`config.mk`:
```
export PLATFORM = sky130hd
export DESIGN_NAME = alu_pipe
export DESIGN_NICKNAME = d
export VERILOG_FILES = /design/src/rtl/alu_pkg.sv /design/src/rtl/alu_core.sv /design/src/rtl/alu_pipe.sv
export SDC_FILE = /design/constraint.sdc
export NUM_CORES = 1
export LEC_CHECK = 0
export ABC_AREA = 1
export CORE_MARGIN = 2
export CORE_UTILIZATION = 37
export CTS_BUF_LIST = sky130_fd_sc_hd__clkbuf_4 sky130_fd_sc_hd__clkbuf_8
export DETAILED_ROUTE_END_ITERATION = 7
export PLACE_DENSITY_LB_ADDON = 0.08
export SLEW_MARGIN = 20
export SYNTH_ARGS = -nofsm -noshare
export SYNTH_HDL_FRONTEND = slang
export SYNTH_SLANG_ARGS = --single-unit
export TNS_END_PERCENT = 5
```
`constraint.sdc`:
```
create_clock -name clk -period 3.46 [get_ports clk]
set_input_delay 0.865 -clock clk [delete_from_list [all_inputs] [get_ports clk]]
set_output_delay 0.865 -clock clk [all_outputs]
set_load 0.005 [all_outputs]
```
`src/rtl/alu_pkg.sv`:
```
// rtl/alu_pkg.sv - shared opcode, flag and multiply-FSM types for alu_pipe
package alu_pkg;

    typedef enum logic [3:0] {
        OP_PASS_A = 4'h0,
        OP_PASS_B = 4'h1,
        OP_INC_A  = 4'h2,
        OP_INC_B  = 4'h3,
        OP_ADD    = 4'h4,
        OP_ADD_NB = 4'h5,
        OP_SUB    = 4'h6,
        OP_AND    = 4'h7,
        OP_MUL    = 4'h8,
        OP_OR     = 4'h9,
        OP_XOR    = 4'hA,
        OP_NOT_A  = 4'hB,
        OP_NOT_B  = 4'hC,
        OP_SHL    = 4'hD,
        OP_SHR    = 4'hE,
        OP_ZERO   = 4'hF
    } op_e;

    typedef struct packed {
        logic z;
        logic n;
        logic c;
        logic v;
    } flags_t;

    typedef enum logic [1:0] {
        MS_IDLE = 2'd0,
        MS_MUL  = 2'd1,
        MS_DONE = 2'd2
    } mul_state_e;

endpackage

```
`src/rtl/alu_core.sv`:
```
// rtl/alu_core.sv - combinational op/flag evaluator used in the S2 stage
module alu_core
    import alu_pkg::*;
#(
    parameter int WIDTH = 32,
    parameter int SHW   = $clog2(WIDTH)
) (
    input  logic [WIDTH-1:0] a,
    input  logic [WIDTH-1:0] b,
    input  op_e              op,
    output logic [WIDTH-1:0] y,
    output flags_t           flags
);

    logic [WIDTH-1:0] add_x;
    logic [WIDTH-1:0] add_y;
    logic             add_ci;
    logic [WIDTH:0]   sum;
    logic             add_v;
    logic [SHW-1:0]   sh;
    logic [WIDTH:0]   shl;
    logic [WIDTH:0]   shr;
    logic             c;
    logic             v;

    // All of ops 2-6 share one adder; only the operand and carry-in selection differs.
    always_comb begin
        add_x  = a;
        add_y  = '0;
        add_ci = 1'b0;
        case (op)
            OP_INC_A:  add_ci = 1'b1;
            OP_INC_B: begin
                add_x  = b;
                add_ci = 1'b1;
            end
            OP_ADD:    add_y = b;
            OP_ADD_NB: add_y = ~b;
            OP_SUB: begin
                add_y  = ~b;
                add_ci = 1'b1;
            end
            default: ;
        endcase
    end

    assign sum   = {1'b0, add_x} + {1'b0, add_y} + {{WIDTH{1'b0}}, add_ci};
    assign add_v = (add_x[WIDTH-1] == add_y[WIDTH-1]) && (sum[WIDTH-1] != add_x[WIDTH-1]);

    // The extra bit on each shifter catches the last bit shifted out (0 for a zero shift).
    assign sh  = b[SHW-1:0];
    assign shl = {1'b0, a} << sh;
    assign shr = {a, 1'b0} >> sh;

    always_comb begin
        y = '0;
        c = 1'b0;
        v = 1'b0;
        case (op)
            OP_PASS_A: y = a;
            OP_PASS_B: y = b;
            OP_INC_A, OP_INC_B, OP_ADD, OP_ADD_NB, OP_SUB: begin
                y = sum[WIDTH-1:0];
                c = sum[WIDTH];
                v = add_v;
            end
            OP_AND:    y = a & b;
            OP_OR:     y = a | b;
            OP_XOR:    y = a ^ b;
            OP_NOT_A:  y = ~a;
            OP_NOT_B:  y = ~b;
            OP_SHL: begin
                y = shl[WIDTH-1:0];
                c = shl[WIDTH];
            end
            OP_SHR: begin
                y = shr[WIDTH:1];
                c = shr[0];
            end
            default: y = '0;
        endcase
    end

    assign flags = '{z: (y == '0), n: y[WIDTH-1], c: c, v: v};

endmodule

```
`src/rtl/alu_pipe.sv`:
```
// rtl/alu_pipe.sv - two-stage valid/ready ALU; ALU_PIPE_MUL_EN adds iterative op-8 multiply
module alu_pipe
    import alu_pkg::*;
#(
    parameter int WIDTH = 32,
    parameter int SHW   = $clog2(WIDTH)
) (
    input  logic             clk,
    input  logic             rst_n,
    input  logic             in_valid,
    output logic             in_ready,
    input  logic [WIDTH-1:0] a,
    input  logic [WIDTH-1:0] b,
    input  logic [3:0]       select,
    output logic             out_valid,
    input  logic             out_ready,
    output logic [WIDTH-1:0] y,
    output logic             flag_z,
    output logic             flag_n,
    output logic             flag_c,
    output logic             flag_v
);

    logic             s1_valid;
    logic [WIDTH-1:0] s1_a;
    logic [WIDTH-1:0] s1_b;
    op_e              s1_op;
    logic [WIDTH-1:0] core_y;
    flags_t           core_flags;
    flags_t           flags_q;
    logic             s2_load;
    logic             busy;

    alu_core #(.WIDTH(WIDTH), .SHW(SHW)) u_core (
        .a     (s1_a),
        .b     (s1_b),
        .op    (s1_op),
        .y     (core_y),
        .flags (core_flags)
    );

    assign in_ready = !busy && (!s1_valid || s2_load);

    always_ff @(posedge clk or negedge rst_n) begin
        if (!rst_n) begin
            s1_valid <= 1'b0;
            s1_a     <= '0;
            s1_b     <= '0;
            s1_op    <= OP_PASS_A;
        end else if (in_ready) begin
            s1_valid <= in_valid;
            if (in_valid) begin
                s1_a  <= a;
                s1_b  <= b;
                s1_op <= op_e'(select);
            end
        end
    end

`ifdef ALU_PIPE_MUL_EN
    mul_state_e         state;
    logic [2*WIDTH-1:0] acc;
    logic [2*WIDTH-1:0] mcand;
    logic [2*WIDTH-1:0] acc_next;
    logic [WIDTH-1:0]   mplier;
    logic [SHW-1:0]     cnt;

    assign busy     = (state == MS_MUL);
    assign s2_load  = !busy && (!out_valid || out_ready);
    assign acc_next = acc + (mplier[0] ? mcand : '0);

    // The multiply takes over S2: one partial product per cycle, then DONE holds the result.
    always_ff @(posedge clk or negedge rst_n) begin
        if (!rst_n) begin
            state     <= MS_IDLE;
            out_valid <= 1'b0;
            y         <= '0;
            flags_q   <= '0;
            acc       <= '0;
            mcand     <= '0;
            mplier    <= '0;
            cnt       <= '0;
        end else if (state == MS_MUL) begin
            acc    <= acc_next;
            mcand  <= mcand << 1;
            mplier <= mplier >> 1;
            cnt    <= cnt + 1'b1;
            if (cnt == SHW'(WIDTH - 1)) begin
                state     <= MS_DONE;
                out_valid <= 1'b1;
                y         <= acc_next[WIDTH-1:0];
                flags_q   <= '{z: (acc_next[WIDTH-1:0] == '0), n: acc_next[WIDTH-1],
                               c: |acc_next[2*WIDTH-1:WIDTH], v: 1'b0};
            end
        end else if (s2_load) begin
            if (s1_valid && s1_op == OP_MUL) begin
                state     <= MS_MUL;
                out_valid <= 1'b0;
                acc       <= '0;
                mcand     <= {{WIDTH{1'b0}}, s1_a};
                mplier    <= s1_b;
                cnt       <= '0;
            end else begin
                state     <= MS_IDLE;
                out_valid <= s1_valid;
                if (s1_valid) begin
                    y       <= core_y;
                    flags_q <= core_flags;
                end
            end
        end
    end
`else
    assign busy    = 1'b0;
    assign s2_load = !out_valid || out_ready;

    always_ff @(posedge clk or negedge rst_n) begin
        if (!rst_n) begin
            out_valid <= 1'b0;
            y         <= '0;
            flags_q   <= '0;
        end else if (s2_load) begin
            out_valid <= s1_valid;
            if (s1_valid) begin
                y       <= core_y;
                flags_q <= core_flags;
            end
        end
    end
`endif

    assign flag_z = flags_q.z;
    assign flag_n = flags_q.n;
    assign flag_c = flags_q.c;
    assign flag_v = flags_q.v;

endmodule

```
Yosys cells after proc, flatten, opt, wreduce, memory -nomap -nowiden
Index checks and enable logic that the tools add are counted.
{"block": "totals", "reg_bits": 106, "inputBits": 72, "output_inout_bits": 38, "word_cells": 52}
{"block": "op_classes", "addsub": 2, "n_eq_ne": 15, "shifts": 2, "muxes": 6, "bitwise": 5, "reduce_logical": 12}
{"cell": "$pmux 32 s10", "n": 1}
{"cell": "$not 32->32", "n": 2}
{"cell": "$pmux 32 s2", "n": 1}
{"cell": "$add 32x32->33", "n": 1}
{"cell": "$add 33x1->33", "n": 1}
{"cell": "$shl 32x5->33", "n": 1}
{"cell": "$shr 33x5->33", "n": 1}
{"cell": "$and 32x32->32", "n": 1}
{"cell": "$logic_not 32->1", "n": 1}
{"cell": "$mux 32", "n": 1}
{"cell": "$or 32x32->32", "n": 1}
{"cell": "$xor 32x32->32", "n": 1}
{"cell": "$eq 4x4->1 const B", "n": 6}
{"cell": "$eq 4x3->1 const B", "n": 4}
{"cell": "$eq 4x2->1 const B", "n": 2}
{"cell": "$reduce_or 5->1", "n": 1}
{"cell": "$eq 4x1->1 const B", "n": 1}
{"cell": "$logic_not 4->1", "n": 1}
{"cell": "$reduce_and 2->1", "n": 2}
{"cell": "$pmux 1 s3", "n": 1}
{"cell": "$reduce_or 3->1", "n": 1}
{"cell": "$logic_not 1->1", "n": 2}
{"cell": "$logic_or 1x1->1", "n": 2}
{"cell": "$mux 1", "n": 2}
{"cell": "4 further kinds", "n": 4}

Logic depth before layout (Yosys ltp)
Gate-level depths: netlist of run 1.
{"block": "depth", "depth_word": 8, "mapped_depth": 26, "depth_no_buf": 25}

Cells and area by module
A second synthesis of run 1 with hierarchy kept.
{"block": "hier_totals", "hier_cells": 2410, "hier_area_um2": 13549.2}
{"mod": "alu_core", "n_inst": 1, "cells_each": 1952, "area_per_inst_um2": 9395.3}
{"mod": "alu_pipe", "n_inst": 1, "cells_each": 458, "area_per_inst_um2": 4154.0}

Worst setup path after synthesis of run 1
OpenSTA, ideal clock, no wires.
{"block": "synth_path", "path_type": "reg2reg", "start": "reg s1_op[3]", "end": "reg flags_q (netlist bit flag_z)", "arrival_ns": 3.284, "setup_slack_ns": 0.110, "path_stages_with_launch": 23, "period_less_slack_ns": 3.350, "path_cell_list": "dfrtp_1 -> nor2_2 -> nand2_1 -> clkbuf_1 -> nand2_1 -> o21ai_0 -> fa_1 -> fa_1 -> nand2_1 -> nand2_1 -> nand3_1 -> nand2_1 -> nand2_1 -> nand2_1 -> nand2_1 -> nand3_1 -> nand3_1 -> nand2_1 -> nor2_1 -> nand2_1 -> nor2_1 -> nand3_1 -> nand2_1"}
{"block": "synth_between", "elab_chain_len": 7}
{"element": "start: declaration", "line": "alu_pipe.sv:27", "rtl": "op_e s1_op;"}
{"element": "start signal: assignment", "line": "alu_pipe.sv:55", "rtl": "s1_op <= op_e'(select);"}
{"element": "$eq 4x3->1", "line": "alu_core.sv:31, alu_core.sv:59"}
{"element": "$reduce_or 2->1 (no line)"}
{"element": "$pmux 32 s2", "line": "alu_core.sv:31", "rtl": "case (op)"}
{"element": "$add 32x32->33", "line": "alu_core.sv:47", "rtl": "assign sum = {1'b0, add_x} + {1'b0, add_y} + {{WIDTH{1'b0}}, add_ci};"}
{"element": "$add 33x1->33", "line": "alu_core.sv:47"}
{"element": "$pmux 32 s10 *", "line": "alu_core.sv:59", "rtl": "case (op)"}
{"element": "$logic_not 32->1 *", "line": "alu_core.sv:84", "rtl": "assign flags = '{z: (y == '0), n: y[WIDTH-1], c: c, v: v};"}
{"element": "end signal: assignment", "line": "alu_pipe.sv:126", "rtl": "flags_q <= core_flags;"}
{"element": "end: declaration", "line": "alu_pipe.sv:30", "rtl": "flags_t flags_q;"}
Every way passes the cells marked *; elsewhere a longest branch is shown, timed or not.
A chain may end at the register's enable or synchronous reset.

Worst setup path in the final report of run 1
{"block": "layout_path", "start": "reg s1_op[0]", "end": "reg flags_q (netlist bit flag_z)"}
Same word-level chain as after synthesis.

==> results of run 1 <==
==> placed cells by master (no fill, tap or decap), types with 4 or more instances in the layout <==
| cell | instances |
|---|---|
| or2_2 | 6 |
| nand2_1 | 683 |
| inv_1 | 210 |
| nand3b_1 | 13 |
| and2_1 | 6 |
| inv_2 | 6 |
| buf_12 | 12 |
| o22ai_1 | 8 |
| a31oi_1 | 19 |
| nand3_1 | 436 |
| ha_1 | 93 |
| o211ai_1 | 18 |
| and3_1 | 5 |
| dfrtp_1 | 101 |
| a21oi_1 | 98 |
| nand2_2 | 5 |
| clkbuf_8 | 9 |
| nand4_1 | 24 |
| o21ai_0 | 109 |
| clkdlybuf4s50_1 | 108 |
| buf_4 | 158 |
| nor2_2 | 19 |
| nor2_1 | 277 |
| nor3_1 | 12 |
| o21ai_1 | 6 |
| dfrtp_2 | 4 |
==> power by group through the flow <==
stage,Sequential [mW],Clock [mW],Combinational [mW]
after floorplan,1.77,0,2.81
after global placement,1.85,0,5.20
after detailed placement,1.86,0,5.19
after CTS,1.84,0.824,5.24
after global routing,1.86,0.861,5.89
final,1.84,0.792,5.34
==> Yosys cell counts (7+ instances only) <==
master | instances | area [um^2]
nand2_1 | 688 | 2580
nand3_1 | 439 | 2200
nor2_1 | 294 | 1100
inv_1 | 211 | 792
o21ai_0 | 115 | 576
dfrtp_1 | 105 | 2630
a21oi_1 | 99 | 495
ha_1 | 96 | 1200
clkbuf_1 | 65 | 244
buf_2 | 34 | 170
nand4_1 | 24 | 150
a31oi_1 | 19 | 119
o211ai_1 | 18 | 135
nand3b_1 | 13 | 97.6
nor3_1 | 12 | 60.1
o22ai_1 | 8 | 50.1
buf_1 | 7 | 26.3
==> layout make-up <==
| type | count | area (um^2) |
|---|---|---|
| fillers | 3827 | 18700 |
| multi-input cells | 1862 | 9150 |
| flip-flops and latches | 105 | 2630 |
| repair buffers | 278 | 2510 |
| inverters | 218 | 818 |
| well taps | 455 | 569 |
| clock buffers | 11 | 139 |
| clock inverters | 5 | 36.3 |
==> final timing paths <==
check / from / to / slack [ns] / depth (start not counted)
setup / recovery: s1_op[0] / flag_z / 0.14 / 26
hold / removal: rst_n / s1_b[14] / 0.48 / 1
setup reg to reg: s1_op[0] / flag_z / 0.14 / 26
hold reg to reg: y[4] / y[4] / 0.49 / 2
max in group asynchronous: rst_n / s1_b[1] / 2.21 / 2
min in group clk: y[4] / y[4] / 0.49 / 2
==> kinds of logic after synthesis <==
family	synth area share [%]
simple gates	48.8
buf+inv	10.2
compound gates	11.2
flops	20.2
fa+ha+maj	9.55
xor+xnor	0.0674
==> metrics by stage <==
stage,cells,setup TNS [ns]
6_report,2934,0
5_1_grt,2934,-0.296
4_1_cts,2932,0
3_5_place_dp,2914,-0.128
3_3_place_gp,2914,-0.0937
2_1_floorplan,2298,0
==> flip-flops by register name, summed over array words and instances (netlist names) <==
| signal | count |
|---|---|
| flag_c | 1 |
| flag_v | 1 |
| flag_z | 1 |
| out_valid | 1 |
| s1_a | 32 |
| s1_b | 32 |
| s1_op | 4 |
| s1_valid | 1 |
| y | 32 |
==> routing by layer <==
metal  up-vias  track usage (%)  routed length, um
li1       7878                -                  -
met5         -                0                 13
met2       627             54.4              27600
met1      7699             48.3              28700
met4         2             14.4               2620
met3        95             4.87               4130
==> repair_timing <==
item / CTS / global route
pin swaps: 1 / 5
resized for setup: 5 / 30
buffers inserted: 2 / 2
setup endpoints to repair: 1 / 10
==> results.ini, run 1 <==
[run_status]
status=completed

[timing]
whs_ns=0.476
fin_crit_ns=3.32
finalHoldViolCount=0
finalSetupViolCount=0
clock-skew-final_ns=0.0171
max_slew_margin_pct=47.9
timing.final.crit_share_pct=96.0
report.final.slew_viol_count=0
timing.fmax_ghz=0.301
setup_slack_ns=0.137
rsz0062_at_grt=true
tightest_slew_ns=0.773

[yosys]
syn_avg_cell_area_um2=5.66
ys.flop_type=dfrtp_1
syn_area_um2=13000
ys_async_sr_fraction_pct=100
yosysWarnings=0
synth_edf_count=0
ys_ff_latch=105
netlist_instances=2298
yosysUniqueCellTypes=36
yosysSeqAreaShare_pct=20.2
synth_nets=2468

[global_routing]
grt_use_total_pct=35.0
antenna_found_initial=2
grt_pass1_wl_mm=94.8
grt_pass1_vias=15200
grt_max_degree=76
gr-total-overflow=0

[worst_setup_path]
start_kind=flip-flop
cp_common_cell=nand2_1
crit_family=simple AND/OR/NAND/NOR gates
worstPathArrival_ns=3.71
critPathCaptureType=flip-flop
crit_path_top_delay_cell=dfrtp_1
cp_max_fo=18
critical_path_class=flip-flop to flip-flop
worst-path-buf-inv=6
slowest_delay_ns=0.44
worstPathRequired_ns=3.84

[finish]
fin_util_pct=45.9
fin_nets=2644
postLayoutCellArea_um2=15900
drive_above_1_share_pct=9.60
synthToLayoutAreaGrowth_pct=22.0
n_antenna_cell=0

[placed_design]
portBuffers=109
place_area_um2=15600
pre_cts_ws_ns=-0.128
gp_congestion=0.981
dp.final_hpwl_mm=51.2

[power]
pwr-share-seq_pct=23.1
power.total_mw=7.98
power_density_nw_per_um2=503
clkPwrFrac_pct=9.9
irDropWorstVdd_uv=300
leakagePower_nw=8.14
swShare_pct=51.7
combPwrFrac_pct=67.0
total_switching_power_mw=4.13
p_int_mw=3.85

[clocking]
clk_path_buf_depth=2
clockRootBuffer=clkbuf_8
cts_tree=built
clk_latency_ns=0.45
cts_buffers=9
path_clk_slew_ns=0.11
cts_hold_buffers=0
cts_max_level=3
cts.sinks=105

[routing]
first_pass_iters=6
wl_per_cell_um=21.5
vias_per_cell=5.56
first_iter_violations=1659
wirelength_mm=63.0
final_antenna_net_count=0
vias=16300
drc=0

[worst_hold_path]
hold_path_class=primary input to async pin

[die]
die-area_um2=36600
die_w_um=191
fp.coreArea_um2=34500
rows=68
start_util_pct=37.6
die_y_um=191
ios=110

[flow_run]
maxCapViolCount=0

No activity file was read; power rests on OpenSTA's default activity.
==> run 2, diff against run 1 <==
- CAP_MARGIN: default -> 20
- CTS_CLUSTER_DIAMETER: default -> 150
- RECOVER_POWER: default -> 100
==> run 2 against run 1 <==
  * First-iteration DRC count is 8.9% lower
  * Largest power group unchanged
  * Design area is 0.13% lower
  * Worst setup slack worse by 0.015 ns
  * Maximum frequency is 0.46% lower
  * Critical path depth is 2 lower
  * Sequential cell count stayed put
  * Global-route usage stayed put
  * Critical endpoint unchanged
  * Highest routed layer unchanged
  * Critical path type unchanged
  * Non-clock buffer count stayed put
==> results.ini, run 2 (synthesis gave the netlist of run 1 again) <==
[power]
pwr-share-seq_pct=23.1  ; about the same
irDropWorstVdd_uv=302  ; was 300 uV
total_switching_power_mw=4.13  ; about the same
leakagePower_nw=8.14  ; about the same
clkPwrFrac_pct=10.0  ; was 9.9%
p_int_mw=3.85  ; about the same
combPwrFrac_pct=67.0  ; about the same
power_density_nw_per_um2=504  ; was 503 nW/um^2
swShare_pct=51.7  ; about the same
power.total_mw=7.97  ; was 7.98 mW

[die]
die_w_um=191  ; unchanged
start_util_pct=37.6  ; unchanged
die-area_um2=36600  ; unchanged
die_y_um=191  ; unchanged
fp.coreArea_um2=34500  ; unchanged
ios=110  ; unchanged
rows=68  ; unchanged

[global_routing]
grt_pass1_vias=15200  ; unchanged
grt_use_total_pct=35.0  ; unchanged
antenna_found_initial=2  ; unchanged
grt_max_degree=76  ; unchanged
gr-total-overflow=0  ; unchanged
grt_pass1_wl_mm=94.8  ; unchanged

[timing]
rsz0062_at_grt=true  ; unchanged
timing.final.crit_share_pct=96.5  ; was 96.0%
tightest_slew_ns=1.49  ; was 0.773 ns
max_slew_margin_pct=0.764  ; was 47.9%
fin_crit_ns=3.34  ; was 3.32 ns
report.final.slew_viol_count=0  ; unchanged
timing.fmax_ghz=0.300  ; was 0.301 GHz
finalHoldViolCount=0  ; unchanged
finalSetupViolCount=0  ; unchanged
clock-skew-final_ns=0.0163  ; was 0.0171 ns

[routing]
top_layer=met5  ; unchanged
drc=0  ; unchanged
wl_met1_mm=28.9  ; was 28.7 mm
first_iter_violations=1512  ; was 1,659
wl_met2_mm=27.4  ; was 27.6 mm
first_pass_iters=7  ; was 6
wl_per_cell_um=21.4  ; was 21.5 um
vias=16200  ; was 16.3k
met3_length_mm=3.96  ; was 4.13 mm
vias_per_cell=5.52  ; was 5.56
wirelength_mm=62.9  ; was 63.0 mm
final_antenna_net_count=0  ; unchanged

[clocking]
cts_hold_buffers=0  ; unchanged
cts.sinks=105  ; unchanged
clk_latency_ns=0.45  ; about the same
clockRootBuffer=clkbuf_8  ; unchanged
path_clk_slew_ns=0.11  ; about the same
cts_buffers=9  ; unchanged
cts_tree=built  ; unchanged
cts_max_level=3  ; unchanged
clk_path_buf_depth=2  ; unchanged

[flow_run]
maxCapViolCount=0  ; unchanged

[worst_setup_path]
cp_common_cell=nand2_1  ; unchanged
cp_cell_sequence=nand2_1 > buf_4 > nand2_1 > nor2_4 > buf_12 > buf_4 > nand2_1 > o21ai_0 > ha_1 > buf_4 > nand3_1 > nand2_1 > nand2_1 > nand3_1 > nand3_1 > nor2_2 > nand3_2 > nor2_1 > nand2_1 > nor2_2 > nand2_1 > nor2_2 > nand3_1 > nand2_1
worstPathRequired_ns=3.85  ; was 3.84 ns
worst-path-buf-inv=4  ; was 6
crit_path_top_delay_cell=dfrtp_1  ; unchanged
worstPathArrival_ns=3.73  ; was 3.71 ns
start_kind=flip-flop  ; unchanged
cp_max_fo=18  ; unchanged
critical_path_class=flip-flop to flip-flop  ; unchanged
critPathCaptureType=flip-flop  ; unchanged
crit_family=simple AND/OR/NAND/NOR gates  ; unchanged
slowest_delay_ns=0.44  ; about the same

[finish]
drive_above_1_share_pct=9.56  ; was 9.60%
final_cells=2934  ; unchanged
layout_common_cells=nand2_1, nand3_1, nor2_1  ; unchanged
synthToLayoutAreaGrowth_pct=21.8  ; was 22.0%
fin_nets=2644  ; unchanged
final_common_cell=nand2_1  ; unchanged
top_regs=s1_a x32, s1_b x32, y x32  ; unchanged
n_antenna_cell=0  ; unchanged

[placed_design]
place_inst=2914  ; unchanged
portBuffers=109  ; unchanged
dp.final_hpwl_mm=51.2  ; unchanged
gp_congestion=0.981  ; unchanged

[worst_hold_path]
hold_path_class=flip-flop to flip-flop  ; was primary input to async pin

[run_status]
status=completed  ; unchanged

[run 2: cell count changes in the layout (fill, tap and decap cells not counted)]
cell and delta:
buf_12 -1, buf_4 -2, clkbuf_2 +2, clkbuf_1 +1
[run 2: power groups by stage]
stage	Sequential (mW)	Combinational (mW)	Clock, mW
floorplan	1.77	2.81	0
global placement	1.85	5.20	0
detailed placement	1.86	5.19	0
CTS	1.84	5.24	0.824
global route	1.86	5.88	0.861
finish	1.84	5.34	0.793
[run 2: path summary, 6_finish.rpt]
path                             to  slack (ns)  cells past startpoint      from
min in group asynchronous  s1_b[14]        0.76                      1     rst_n
max in group asynchronous     y[10]        1.00                      2     rst_n
min reg2reg                    y[4]        0.49                      2      y[4]
min                            y[4]        0.49                      2      y[4]
max reg2reg                  flag_z        0.12                     24  s1_op[0]
max                          flag_z        0.12                     24  s1_op[0]
[run 2: final cells by class]
type	count	area, um^2
fill	3827	18700
multi-input combinational	1862	9150
sequential	105	2630
timing repair buffer	278	2490
inverter	218	818
tap	455	569
clock buffer	11	139
clock inverter	5	36.3
[run 2: layer usage]
metal	track usage [%]	up-vias
met5	0	-
met4	14.4	2
met3	4.87	97
met2	54.4	614
met1	48.3	7600
li1	-	7877
[run 2: repair_timing]
item | CTS | global route
pin swaps | 1 | 5
buffers inserted | 2 | 2
resized for setup | 5 | 30
setup endpoints to repair | 1 | 10
cloned | 0 | 0
[run 2: worst register-to-register path: stages (launching register included)]
cell and delay [ns]:
dfrtp_1 0.44, nand2_1 0.09, buf_4 0.14, nand2_1 0.12, nor2_4 0.06, buf_12 0.16
buf_4 0.15, nand2_1 0.05, o21ai_0 0.08, ha_1 0.40, buf_4 0.14, nand3_1 0.08
nand2_1 0.16, nand2_1 0.08, nand3_1 0.09, nand3_1 0.14, nor2_2 0.13, nand3_2 0.12
nor2_1 0.12, nand2_1 0.07, nor2_2 0.13, nand2_1 0.08, nor2_2 0.12, nand3_1 0.08
nand2_1 0.06
[run 2: per-stage QoR]
stage | setup TNS, ns | hold WS, ns | cell area [um^2] | setup WS [ns] | utilization [%]
2_1_floorplan | 0 | 0.470 | 13000 | 0.110 | -
3_3_place_gp | -0.0937 | 0.467 | 15600 | -0.0937 | 45.1
3_5_place_dp | -0.128 | 0.471 | 15600 | -0.128 | 45.1
4_1_cts | 0 | 0.478 | 15800 | 0.0126 | 45.6
5_1_grt | -0.296 | 0.517 | 15800 | -0.175 | 45.8
6_report | 0 | 0.491 | 15800 | 0.122 | 45.8
==> run 3, diff against run 2 <==
- CTS_CLUSTER_SIZE: default -> 16
- SETUP_SLACK_MARGIN: default -> 0.02
==> run 3 against run 2 <==
  * Sequential power is essentially flat
  * Core utilization unchanged
  * Maximum frequency up 0.14%
  * Combinational power about the same
  * Wire length rose by 0.21%
  * Hold slack about the same
  * Worst setup slack improved by 0.0046 ns
  * Largest power group unchanged
  * Highest routed layer unchanged
==> results.ini, run 3 (synthesis gave the netlist of run 1 again) <==
[timing]
max_slew_margin_pct=0.566  ; was 0.764%
timing.fmax_ghz=0.300  ; about the same
finalSetupViolCount=0  ; unchanged
rsz0062_at_grt=true  ; unchanged
tightest_slew_ns=1.49  ; about the same
setup_slack_ns=0.127  ; was 0.122 ns
clock-skew-final_ns=0.0208  ; was 0.0163 ns
fin_crit_ns=3.33  ; was 3.34 ns
finalHoldViolCount=0  ; unchanged
timing.final.crit_share_pct=96.3  ; was 96.5%
report.final.slew_viol_count=0  ; unchanged

[finish]
final_common_cell=nand2_1  ; unchanged
layout_common_cells=nand2_1, nand3_1, nor2_1  ; unchanged
seq_area_um2=2630  ; unchanged
fillers=3827  ; unchanged
fin_util_pct=45.8  ; unchanged
multi_input_area_um2=9150  ; unchanged
synthToLayoutAreaGrowth_pct=21.8  ; unchanged
fin_nets=2644  ; unchanged
n_antenna_cell=0  ; unchanged
drive_above_1_share_pct=9.56  ; unchanged
top_regs=s1_a x32, s1_b x32, y x32  ; unchanged

[clocking]
clockRootBuffer=clkbuf_8  ; unchanged
cts_tree=built  ; unchanged
clk_path_buf_depth=2  ; unchanged
clk_latency_ns=0.46  ; was 0.45 ns
cts_buffers=9  ; unchanged
path_clk_slew_ns=0.11  ; about the same
cts.sinks=105  ; unchanged
cts_max_level=3  ; unchanged
cts_hold_buffers=0  ; unchanged

[global_routing]
grt_pass1_wl_mm=94.8  ; unchanged
grt_pass1_vias=15200  ; unchanged
gr-total-overflow=0  ; unchanged
antenna_found_initial=2  ; unchanged
grt_max_degree=76  ; unchanged
grt_use_total_pct=35.0  ; unchanged

[worst_setup_path]
critical_path_class=flip-flop to flip-flop  ; unchanged
cp_max_fo=18  ; unchanged
worstPathRequired_ns=3.85  ; about the same
worstPathArrival_ns=3.72  ; was 3.73 ns
cp_cell_sequence=nand2_1 > buf_4 > nand2_1 > nor2_4 > buf_12 > buf_4 > nand2_1 > o21ai_0 > ha_1 > buf_4 > nand3_1 > nand2_1 > nand2_1 > nand3_1 > nand3_1 > nor2_2 > nand3_2 > nor2_1 > nand2_1 > nor2_2 > nand2_1 > nor2_2 > nand3_1 > nand2_1  ; unchanged
cp_common_cell=nand2_1  ; unchanged
start_kind=flip-flop  ; unchanged
slowest_delay_ns=0.44  ; about the same
crit_family=simple AND/OR/NAND/NOR gates  ; unchanged
crit_path_top_delay_cell=dfrtp_1  ; unchanged
critPathCaptureType=flip-flop  ; unchanged
worst-path-buf-inv=4  ; unchanged

[routing]
first_iter_violations=1652  ; was 1,512
first_pass_iters=6  ; was 7
final_antenna_net_count=0  ; unchanged
drc=0  ; unchanged
vias=16300  ; was 16.2k
wl_per_cell_um=21.5  ; was 21.4 um
vias_per_cell=5.56  ; was 5.52
wirelength_mm=63.0  ; was 62.9 mm

[die]
start_util_pct=37.6  ; unchanged
die_y_um=191  ; unchanged
rows=68  ; unchanged
ios=110  ; unchanged
die_w_um=191  ; unchanged
fp.coreArea_um2=34500  ; unchanged
die-area_um2=36600  ; unchanged

[flow_run]
maxCapViolCount=0  ; unchanged

[placed_design]
pre_cts_ws_ns=-0.128  ; unchanged
dp.final_hpwl_mm=51.2  ; unchanged
portBuffers=109  ; unchanged
gp_congestion=0.981  ; unchanged

[run_status]
status=completed  ; unchanged

[power]
leakagePower_nw=8.14  ; about the same
irDropWorstVdd_uv=301  ; was 302 uV
power_density_nw_per_um2=504  ; about the same

[worst_hold_path]
hold_path_class=flip-flop to flip-flop  ; unchanged

## run 3: cell count changes in the layout (fill, tap and decap cells not counted)
| cell | delta |
|---|---|
| o21ai_1 | +1 |
| o21ai_0 | -1 |
## run 3: routing by layer
layer	wire length (um)	share of wire (%)	GRT usage (%)	vias up
met2	27500	44	54.4	666
met4	2580	4.1	14.4	2
met5	13	0.021	0	-
li1	-	-	-	7872
met3	4200	6.7	4.87	93
met1	28800	46	48.3	7666
## run 3: layout make-up
class,count,area share [%]
sequential,105,16.6
multi-input combinational,1862,57.8
timing repair buffer,278,15.7
clock buffer,11,0.877
clock inverter,5,0.229
tap,455,3.60
inverter,218,5.17
## run 3: metrics by stage
step | TNS, ns | power, mW | std cells | instance area, um^2 | hold WS (ns)
6_report | 0 | 7.99 | 2934 | 15800 | 0.491
5_1_grt | -0.277 | 8.61 | 2934 | 15800 | 0.517
4_1_cts | 0 | 7.90 | 2932 | 15800 | 0.478
3_5_place_dp | -0.128 | 7.05 | 2914 | 15600 | 0.471
3_3_place_gp | -0.0937 | 7.05 | 2914 | 15600 | 0.467
2_1_floorplan | 0 | 4.58 | 2298 | 13000 | 0.470
## run 3: final timing paths
| kind | slack [ns] | start | cells past startpoint | endpoint |
|---|---|---|---|---|
| worst max-delay path | 0.13 | s1_op[0] | 24 | flag_z |
| worst max register to register | 0.13 | s1_op[0] | 24 | flag_z |
| worst min-delay path | 0.49 | y[4] | 2 | y[4] |
| worst min register to register | 0.49 | y[4] | 2 | y[4] |
| min in group asynchronous | 0.76 | rst_n | 1 | s1_b[14] |
| max in group asynchronous | 0.99 | rst_n | 2 | y[10] |
## run 3: tightest hold or removal path: stages, from the launching register on
cell	delay (ns)
dfrtp_1	0.36
nand2_1	0.05
nand2_1	0.05
## run 3: timing repair
| item | CTS | global route |
|---|---|---|
| gates cloned | 0 | 0 |
| pin swaps | 1 | 5 |
| setup buffers | 2 | 2 |
| endpoints found under the setup margin | 1 | 10 |
| resized for setup | 7 | 29 |
## run 3: power by group
group	switching, mW	leakage [nW]	total, mW	internal [mW]
clock	0.517	0.0953	0.800	0.284
combinational	3.31	6.84	5.34	2.03
sequential	0.312	1.20	1.84	1.53
total	4.14	8.14	7.99	3.85
